--- src/rtl/timing_chain_gen.sv ---
// timing_chain_gen: master-clock prescaler chain producing digit strobes,
// the one-hot PX digit bus, blackout / para-blackout waveforms and a one-hot
// beat sequence, with stop / single-shot run control that only ever acts at
// bar (or, when halted, beat 0) boundaries so digit scanning never pauses.
module timing_chain_gen #(
    parameter int WORD_LENGTH     = 20,
    parameter int BLACKOUT_DIGITS = 4,
    parameter int DIV             = 4,
    parameter int BEATS           = 4,
    parameter int DW              = $clog2(WORD_LENGTH + BLACKOUT_DIGITS)
) (
    input  logic                   w_CLK,
    input  logic                   w_RST,
    input  logic                   w_STOP,
    input  logic                   w_SINGLE,
    output logic                   w_DIGIT_TICK,
    output logic [DW-1:0]          b_DIGIT,
    output logic [WORD_LENGTH-1:0] b_PX,
    output logic                   w_BO_WF,
    output logic                   w_PARA_BO_WF,
    output logic [BEATS-1:0]       b_BEAT,
    output logic                   w_BAR_END,
    output logic                   w_HALTED
);

    localparam int DIGITS = WORD_LENGTH + BLACKOUT_DIGITS;
    localparam int DIVW   = (DIV > 1) ? $clog2(DIV) : 1;
    localparam int BW     = $clog2(BEATS);

    localparam logic [DIVW-1:0] DIV_LAST  = DIVW'(DIV - 1);
    localparam logic [DIVW-1:0] DIV_ONE   = DIVW'(1);
    localparam logic [DW-1:0]   DIG_LAST  = DW'(DIGITS - 1);
    localparam logic [DW-1:0]   DIG_ONE   = DW'(1);
    localparam logic [DW-1:0]   DIG_BO    = DW'(WORD_LENGTH);
    localparam logic [BW-1:0]   BEAT_LAST = BW'(BEATS - 1);
    localparam logic [BW-1:0]   BEAT_ONE  = BW'(1);

    // Run-control states
    localparam logic [1:0] ST_RUN     = 2'd0;
    localparam logic [1:0] ST_STOPPED = 2'd1;
    localparam logic [1:0] ST_SINGLE  = 2'd2;

    logic [DIVW-1:0] r_divCnt;
    logic [DW-1:0]   r_digCnt;
    logic [BW-1:0]   r_beatCnt;
    logic [1:0]      r_state;
    logic            r_pend;
    logic            r_singleDly;

    logic                   r_digitTick;
    logic [DW-1:0]          r_digit;
    logic [WORD_LENGTH-1:0] r_px;
    logic                   r_bo;
    logic                   r_paraBo;
    logic [BEATS-1:0]       r_beat;
    logic                   r_barEnd;
    logic                   r_halted;

    logic                   w_digitEnd;
    logic                   w_beatEnd;
    logic                   w_barEnd;
    logic                   w_singleRise;
    logic                   w_pendNow;
    logic                   w_boNext;
    logic [WORD_LENGTH-1:0] w_pxNext;
    logic [BEATS-1:0]       w_beatNext;

    assign w_digitEnd   = (r_divCnt == DIV_LAST);
    assign w_beatEnd    = w_digitEnd && (r_digCnt == DIG_LAST);
    assign w_barEnd     = w_beatEnd && (r_beatCnt == BEAT_LAST);
    assign w_singleRise = w_SINGLE && !r_singleDly;
    // A single-shot request only latches while halted; in RUN/SINGLE it is dropped.
    assign w_pendNow    = r_pend || ((r_state == ST_STOPPED) && w_singleRise);
    assign w_boNext     = (r_digCnt >= DIG_BO);

    // One-hot decodes of the digit and beat counters (PX is all zero in blackout)
    always_comb begin
        w_pxNext   = '0;
        w_beatNext = '0;
        for (int i = 0; i < WORD_LENGTH; i++) begin
            w_pxNext[i] = (r_digCnt == DW'(i));
        end
        for (int j = 0; j < BEATS; j++) begin
            w_beatNext[j] = (r_beatCnt == BW'(j));
        end
    end

    // Prescaler and digit counters free-run regardless of run control
    always_ff @(posedge w_CLK) begin
        if (w_RST) begin
            r_divCnt <= '0;
            r_digCnt <= '0;
        end else begin
            r_divCnt <= w_digitEnd ? '0 : (r_divCnt + DIV_ONE);
            if (w_digitEnd) begin
                r_digCnt <= (r_digCnt == DIG_LAST) ? '0 : (r_digCnt + DIG_ONE);
            end
        end
    end

    // Beat counter and run-control FSM; decisions only at beat ends
    always_ff @(posedge w_CLK) begin
        if (w_RST) begin
            r_beatCnt   <= '0;
            r_state     <= ST_RUN;
            r_pend      <= 1'b0;
            r_singleDly <= 1'b0;
        end else begin
            r_singleDly <= w_SINGLE;
            r_pend      <= w_pendNow;
            if (w_beatEnd) begin
                case (r_state)
                    ST_RUN: begin
                        if (r_beatCnt == BEAT_LAST) begin
                            r_beatCnt <= '0;
                            if (w_STOP) begin
                                r_state <= ST_STOPPED;
                            end
                        end else begin
                            r_beatCnt <= r_beatCnt + BEAT_ONE;
                        end
                    end
                    ST_STOPPED: begin
                        if (w_pendNow) begin
                            r_pend    <= 1'b0;
                            r_state   <= ST_SINGLE;
                            r_beatCnt <= BEAT_ONE;
                        end else if (!w_STOP) begin
                            r_state   <= ST_RUN;
                            r_beatCnt <= BEAT_ONE;
                        end else begin
                            r_beatCnt <= '0;
                        end
                    end
                    ST_SINGLE: begin
                        if (r_beatCnt == BEAT_LAST) begin
                            r_beatCnt <= '0;
                            r_state   <= ST_STOPPED;
                        end else begin
                            r_beatCnt <= r_beatCnt + BEAT_ONE;
                        end
                    end
                    default: begin
                        r_beatCnt <= '0;
                        r_state   <= ST_RUN;
                    end
                endcase
            end
        end
    end

    // Registered output decodes, one cycle behind the counters
    always_ff @(posedge w_CLK) begin
        if (w_RST) begin
            r_digitTick <= 1'b0;
            r_digit     <= '0;
            r_px        <= '0;
            r_bo        <= 1'b1;
            r_paraBo    <= 1'b0;
            r_beat      <= '0;
            r_barEnd    <= 1'b0;
            r_halted    <= 1'b0;
        end else begin
            r_digitTick <= w_digitEnd;
            r_digit     <= r_digCnt;
            r_px        <= w_pxNext;
            r_bo        <= w_boNext;
            r_paraBo    <= !w_boNext;
            r_beat      <= w_beatNext;
            r_barEnd    <= w_barEnd && (r_state != ST_STOPPED);
            r_halted    <= (r_state == ST_STOPPED);
        end
    end

    assign w_DIGIT_TICK = r_digitTick;
    assign b_DIGIT      = r_digit;
    assign b_PX         = r_px;
    assign w_BO_WF      = r_bo;
    assign w_PARA_BO_WF = r_paraBo;
    assign b_BEAT       = r_beat;
    assign w_BAR_END    = r_barEnd;
    assign w_HALTED     = r_halted;

endmodule
--- config.mk ---
export PLATFORM = sky130hd
export DESIGN_NAME = timing_chain_gen
export DESIGN_NICKNAME = d
export VERILOG_FILES = /design/src/rtl/timing_chain_gen.sv
export SDC_FILE = /design/constraint.sdc
export NUM_CORES = 1
export LEC_CHECK = 0
export ABC_AREA = 1
export CAP_MARGIN = 25
export CORE_MARGIN = 5
export CORE_UTILIZATION = 52
export CTS_CLUSTER_SIZE = 20
export DETAILED_ROUTE_END_ITERATION = 8
export PLACE_DENSITY = 0.83
export REMOVE_ABC_BUFFERS = 1
export SLEW_MARGIN = 20
export SYNTH_ARGS = -nofsm -noshare
export SYNTH_HDL_FRONTEND = slang
export SYNTH_SLANG_ARGS = --single-unit
--- constraint.sdc ---
create_clock -name w_CLK -period 2.1 [get_ports w_CLK]
set_input_delay 0.42 -clock w_CLK [delete_from_list [all_inputs] [get_ports w_CLK]]
set_output_delay 0.42 -clock w_CLK [all_outputs]
set_load 0.05 [all_outputs]
==> summary.txt, run 1 <==
STA
  • Max Freq: 523 MHz
  • Worst slew pin tran: 515 ps
  • Final number of hold-violating endpoints: 0
  • Final TNS setup: 0 ps
  • Period utilization: 91.1%
  • Slew HR: 65.5%
  • RSZ-0062 raised after global routing: no
  • Final setup fails: 0
  • Slew Limit Fails: 0
  • Tmin final: 1910 ps
  • Clock Skews: 10.6 ps

CTS
  • Hold buffer count at CTS: 0
  • Clock latency on the worst-skew pair: 350 ps
  • H-tree levels: 2
  • CTS tree: yes
  • Clock Path Buffers: 2
  • Clock Pin Slew Worst Setup and Hold Paths: 130 ps
  • Total CTS buffers: 5
  • PostCTS Resize Cnt: 0
  • # Post-CTS Setup Buffers: 0
  • TritonCTS Sinks: 47
  • Root buf cell: clkbuf_4

Synth
  • Synth Area per Inst: 8.93 um2
  • Synth warnings: 0
  • Yosys cell types: 22
  • Synth Instances: 185
  • Syn Std Cell Area: 0.00165 mm2
  • Seq cells post-synth: 47
  • Register area share after synthesis: 57.0%

Route
  • DRT Pass-1 Iters: 4
  • # DRC: 0
  • DR WL/cell: 10.8 um
  • WL final: 2940 um
  • DR vias: 1,225
  • Iter 0 DRT Violations: 40
  • Final ANT Viol Nets: 0
  • Vias/cell: 4.49

Pwr
  • Power share of the sequential group: 63.4%
  • Combinational power share: 6.4%
  • Static Leak: 0.854 nW
  • Power per Cell Area: 672 mW/mm2
  • Net Sw Frac: 23.5%
  • Int Power: 1.10 mW
  • P_sw: 0.338 mW
  • Max IR drop VDD: 0.000522 V
  • Clock share of power: 30.2%

Worst setup path
  • Max incr delay on CP: 800 ps
  • Required @ worst endpoint: 1680 ps
  • CP bufs+invs: 1
  • Crit Path Max Fanout: 1
  • Critical Path AT: 1490 ps
  • Critical path capture point type: primary output
  • CP cell instances: clkdlybuf4s50_1
  • CP Launch Type: flop
  • Delay-heaviest family, CP: buffers and inverters
  • Kind of critical path: reg2out
  • Slowest cell on crit path: clkdlybuf4s50_1

Global routing
  • Total GRT Usage: 14.5%
  • Largest net degree at the start of global routing: 16
  • Vias in the first global route: 1,129
  • First-pass GRT wire length: 4820 um
  • Grt ovf: 0
  • Initial antenna violation count: 0

Floorplan
  • CORE AREA: 0.00305 mm2
  • Die H: 66.4 um
  • Initial Util: 54.1%
  • Die area: 0.00440 mm2
  • Top Ports: 38
  • # rows: 20
  • DIE WIDTH: 66.4 um

Finish
  • Post-layout util: 70.2%
  • Layout area overhead: 29.7%
  • Final nets: 242
  • Fill cell count: 260
  • Antenna fix cells: 0
  • Most frequent cells in the layout: 47 x dfxtp_1, 42 x nor2_1, 37 x clkdlybuf4s50_1, 25 x inv_1, 25 x nand2_1
  • Most common cell after layout, fill and taps aside: dfxtp_1
  • Share of post-route cells with drive strength above 1: 10.0%
  • Area of the multi-input gates: 599 um2
  • Register area: 941 um2

Place
  • Routability cong.: 0.828
  • Hpwl dp: 2310 um
  • PortBufs: 37

Flow run
  • Total of max-cap violations: 0

Run status
  • Status: complete, no violations

Worst hold path
  • HP Class: reg2reg
==> state kept, by name, summed over array words and instances (netlist names), 2 cells and up <==
register and flops:
r_digCnt 5, r_beatCnt 2, b_PX 20, b_BEAT 4, r_divCnt 2, r_state 2, b_DIGIT 5
==> power by group through the flow <==
stage	Combinational, mW	Sequential (mW)	Clock (mW)
after CTS	0.0924	0.913	0.452
final	0.0916	0.912	0.435
after floorplan	0.0299	0.957	0
after detailed placement	0.0921	0.932	0
after global routing	0.0994	0.915	0.499
after global placement	0.0902	0.932	0
==> worst paths after layout <==
path,cells past startpoint,start,to,slack (ps)
setup / recovery,1,w_DIGIT_TICK$_SDFF_PP0_,w_DIGIT_TICK,190
hold / removal,1,r_divCnt[0]$_SDFF_PP0_,r_divCnt[0]$_SDFF_PP0_,430
setup reg to reg,8,r_digCnt[0]$_SDFFE_PP0N_,r_state[1]$_SDFFE_PP0P_,660
hold reg to reg,1,r_divCnt[0]$_SDFF_PP0_,r_divCnt[0]$_SDFF_PP0_,430
==> cell type report <==
type	instances	share of cell area [%]
Sequential cell	47	43.9
Timing Repair Buffer	38	17.6
Inverter	27	4.73
Clock buffer	6	2.39
Tap cell	44	2.57
Multi-Input combinational cell	109	28.0
Clock inverter	2	0.759
==> cells by family (layout without fill, tap and decap cells) <==
logic type	count (synthesis)	after routing	share of synthesized area (%)
adders and majority gates	10	10	7.58
xor gates and xnor gates	1	1	0.530
DFF	47	47	57.0
buffers and inverters	29	73	6.74
and+or+nand+nor	87	87	24.2
AOI/OAI and AO/OA	11	11	3.94
==> through the flow <==
step | instances | cell area, um2 | power, mW | setup slack [ps] | hold WS [ps]
5_1_grt | 273 | 2140 | 1.51 | 93.2 | 469
3_3_place_gp | 265 | 2070 | 1.02 | 356 | 408
3_5_place_dp | 265 | 2070 | 1.02 | 300 | 416
6_report | 273 | 2140 | 1.44 | 187 | 429
2_1_floorplan | 183 | 1640 | 0.987 | 848 | 399
4_1_cts | 273 | 2140 | 1.46 | 159 | 435
==> cells in the mapped netlist, drive strengths merged <==
cell    n  area share [%]
nand4   1            0.38
dfxtp  47              57
xor2    1            0.53
nor2   47              12
inv    27             6.1
buf     2            0.61
nand2  27             6.4
o21ai   4             1.2
a21oi   5             2.0
nor4    1            0.38
nor3    4             1.5
ha     10             7.6
o22ai   2            0.76
nand3   7             3.2
==> layer usage <==
| metal | track usage, % | wire (um) | vias to the layer above |
|---|---|---|---|
| met5 | 0 | 0 | - |
| met4 | 7.87 | 91 | 0 |
| met3 | 4.42 | 129 | 7 |
| met2 | 22.9 | 1320 | 33 |
| met1 | 17.5 | 1400 | 536 |
| li1 | - | - | 649 |
No activity file was read; power rests on OpenSTA's default activity.
==> inputs of run 2 (changes only) <==
--- a/config.mk
+++ b/config.mk
@@ -7,6 +7,7 @@
 export LEC_CHECK = 0
 export ABC_AREA = 1
 export CAP_MARGIN = 25
+export CORE_ASPECT_RATIO = 1.1
 export CORE_MARGIN = 5
 export CORE_UTILIZATION = 52
 export CTS_CLUSTER_SIZE = 20
==> summary.txt, run 2 (synthesis results as in run 1) <==
Run status
  • Status: complete, no violations

Place
  • Cell Area, Placed: 0.00206 mm2 (-0.60%)
  • Hpwl dp: 2230 um (-3.3%)
  • PortBufs: 37 (unchanged)
  • Post-Place Worst Slack: 375 ps (+74.9 ps)
  • Routability cong.: 0.822 (-0.66%)

CTS
  • Clock Path Buffers: 2 (unchanged)
  • # Post-CTS Setup Buffers: 0 (unchanged)
  • Clock Pin Slew Worst Setup and Hold Paths: 130 ps (about the same)
  • Root buf cell: clkbuf_4
  • Clock latency on the worst-skew pair: 360 ps (about the same)
  • CTS tree: yes
  • Total CTS buffers: 5 (unchanged)
  • TritonCTS Sinks: 47 (unchanged)
  • Hold buffer count at CTS: 0 (unchanged)
  • H-tree levels: 2 (unchanged)
  • PostCTS Resize Cnt: 0 (unchanged)

Worst setup path
  • Slowest cell on crit path: clkdlybuf4s50_1
  • Max incr delay on CP: 810 ps (about the same)
  • Critical path capture point type: primary output
  • CP cell instances: clkdlybuf4s50_1
  • CP Launch Type: flop
  • Kind of critical path: reg2out
  • Required @ worst endpoint: 1680 ps (about the same)
  • Crit Path Max Fanout: 1 (unchanged)
  • CP bufs+invs: 1 (unchanged)
  • Critical Path AT: 1520 ps (+30 ps)
  • Delay-heaviest family, CP: buffers and inverters

STA
  • Tmin final: 1940 ps (+24.8 ps)
  • Slew Limit Fails: 0 (unchanged)
  • Final setup fails: 0 (unchanged)
  • Period utilization: 92.3% (+1.2 points)
  • Worst slew pin tran: 505 ps (-10.4 ps)
  • Final TNS setup: 0 ps (unchanged)
  • Clock Skews: 14.1 ps (+3.56 ps)
  • PnR worst setup slack: 162 ps (-24.8 ps)
  • Final number of hold-violating endpoints: 0 (unchanged)
  • Slew HR: 66.2% (+0.70 points)
  • Max Freq: 516 MHz (-1.3%)
  • RSZ-0062 raised after global routing: no

Pwr
  • Power per Cell Area: 677 mW/mm2 (+0.84%)
  • Int Power: 1.10 mW (+0.13%)
  • Power share of the sequential group: 63.4% (about the same)
  • Clock share of power: 30.4% (+0.2 points)
  • Net Sw Frac: 23.4% (-0.041 points)
  • Combinational power share: 6.3% (about the same)
  • Max IR drop VDD: 0.000603 V (+15%)
  • Tot Pwr: 1.44 mW (about the same)
  • P_sw: 0.337 mW (about the same)
  • Static Leak: 0.855 nW (+0.12%)

Floorplan
  • DIE WIDTH: 63.7 um (-3.9%)
  • Initial Util: 54.2% (+0.089 points)
  • Top Ports: 38 (unchanged)
  • Die H: 69.1 um (+4.1%)
  • Die area: 0.00440 mm2 (about the same)
  • CORE AREA: 0.00305 mm2 (-0.16%)
  • # rows: 21 (+5.0%)

Route
  • Vias/cell: 4.69 (+4.6%)
  • Iter 0 DRT Violations: 30 (-25%)
  • DR WL/cell: 10.9 um (+0.91%)
  • DR vias: 1,234 (+0.73%)
  • # DRC: 0 (unchanged)
  • WL final: 2860 um (-2.8%)
  • DRT Pass-1 Iters: 4 (unchanged)
  • Final ANT Viol Nets: 0 (unchanged)

Global routing
  • First-pass GRT wire length: 4990 um (+3.4%)
  • Initial antenna violation count: 0 (unchanged)
  • Largest net degree at the start of global routing: 15 (-1)
  • Vias in the first global route: 1,197 (+6.0%)
  • Total GRT Usage: 14.0% (-0.53 points)
  • Grt ovf: 0 (unchanged)

Finish
  • Antenna fix cells: 0 (unchanged)
  • Area of the multi-input gates: 599 um2 (unchanged)
  • Register area: 941 um2 (unchanged)
  • Final Cell Area: 0.00213 mm2 (-0.76%)
  • Share of post-route cells with drive strength above 1: 9.61% (-0.44 points)
  • Fill cell count: 244 (-6.2%)
  • Most frequent cells in the layout: 47 x dfxtp_1, 42 x nor2_1, 37 x clkdlybuf4s50_1, 25 x inv_1, 25 x nand2_1
  • Layout area overhead: 28.7%
  • Max reg flops: 20 (unchanged)
  • Final nets: 242 (unchanged)
  • Most common cell after layout, fill and taps aside: dfxtp_1

Flow run
  • Total of max-cap violations: 0 (unchanged)

Worst hold path
  • HP Class: reg2reg
==> run 2: path summary, 6_finish.rpt <==
check	startpoint	to	slack [ps]	cells past startpoint
max	b_PX[7]$_SDFF_PP0_	b_PX[7]	160	1
min	r_divCnt[0]$_SDFF_PP0_	r_divCnt[0]$_SDFF_PP0_	430	1
min reg2reg	r_divCnt[0]$_SDFF_PP0_	r_divCnt[0]$_SDFF_PP0_	430	1
max reg2reg	r_digCnt[0]$_SDFFE_PP0N_	r_state[1]$_SDFFE_PP0P_	650	8
==> run 2: power by group through the flow <==
stage / combinational [mW] / clock (mW) / sequential (mW)
3_3_place_gp: 0.0904 / 0 / 0.932
5_1_grt: 0.0990 / 0.493 / 0.915
3_5_place_dp: 0.0904 / 0 / 0.932
4_1_cts: 0.0909 / 0.449 / 0.912
6_report: 0.0905 / 0.437 / 0.912
2_1_floorplan: 0.0299 / 0 / 0.957
==> run 2: final cells by class <==
type	instances	area share (%)
inverter	27	4.77
tap	34	2.00
clock buffer	7	2.59
timing repair buffer	38	17.8
clock inverter	1	0.412
sequential	47	44.3
multi-input combinational	109	28.2
==> run 2: per-layer routing <==
layer,global-route usage [%],wire (um)
met1,16.3,1290
met2,22.7,1370
met3,5.84,182
met4,5.31,17
met5,0,0
==> run 2: per-stage QoR <==
step,util (%),hold WS [ps],instances
3_5_place_dp,67.7,412,255
6_report,69.7,429,263
2_1_floorplan,-,399,183
4_1_cts,69.7,430,263
3_3_place_gp,67.7,410,255
5_1_grt,69.7,461,263
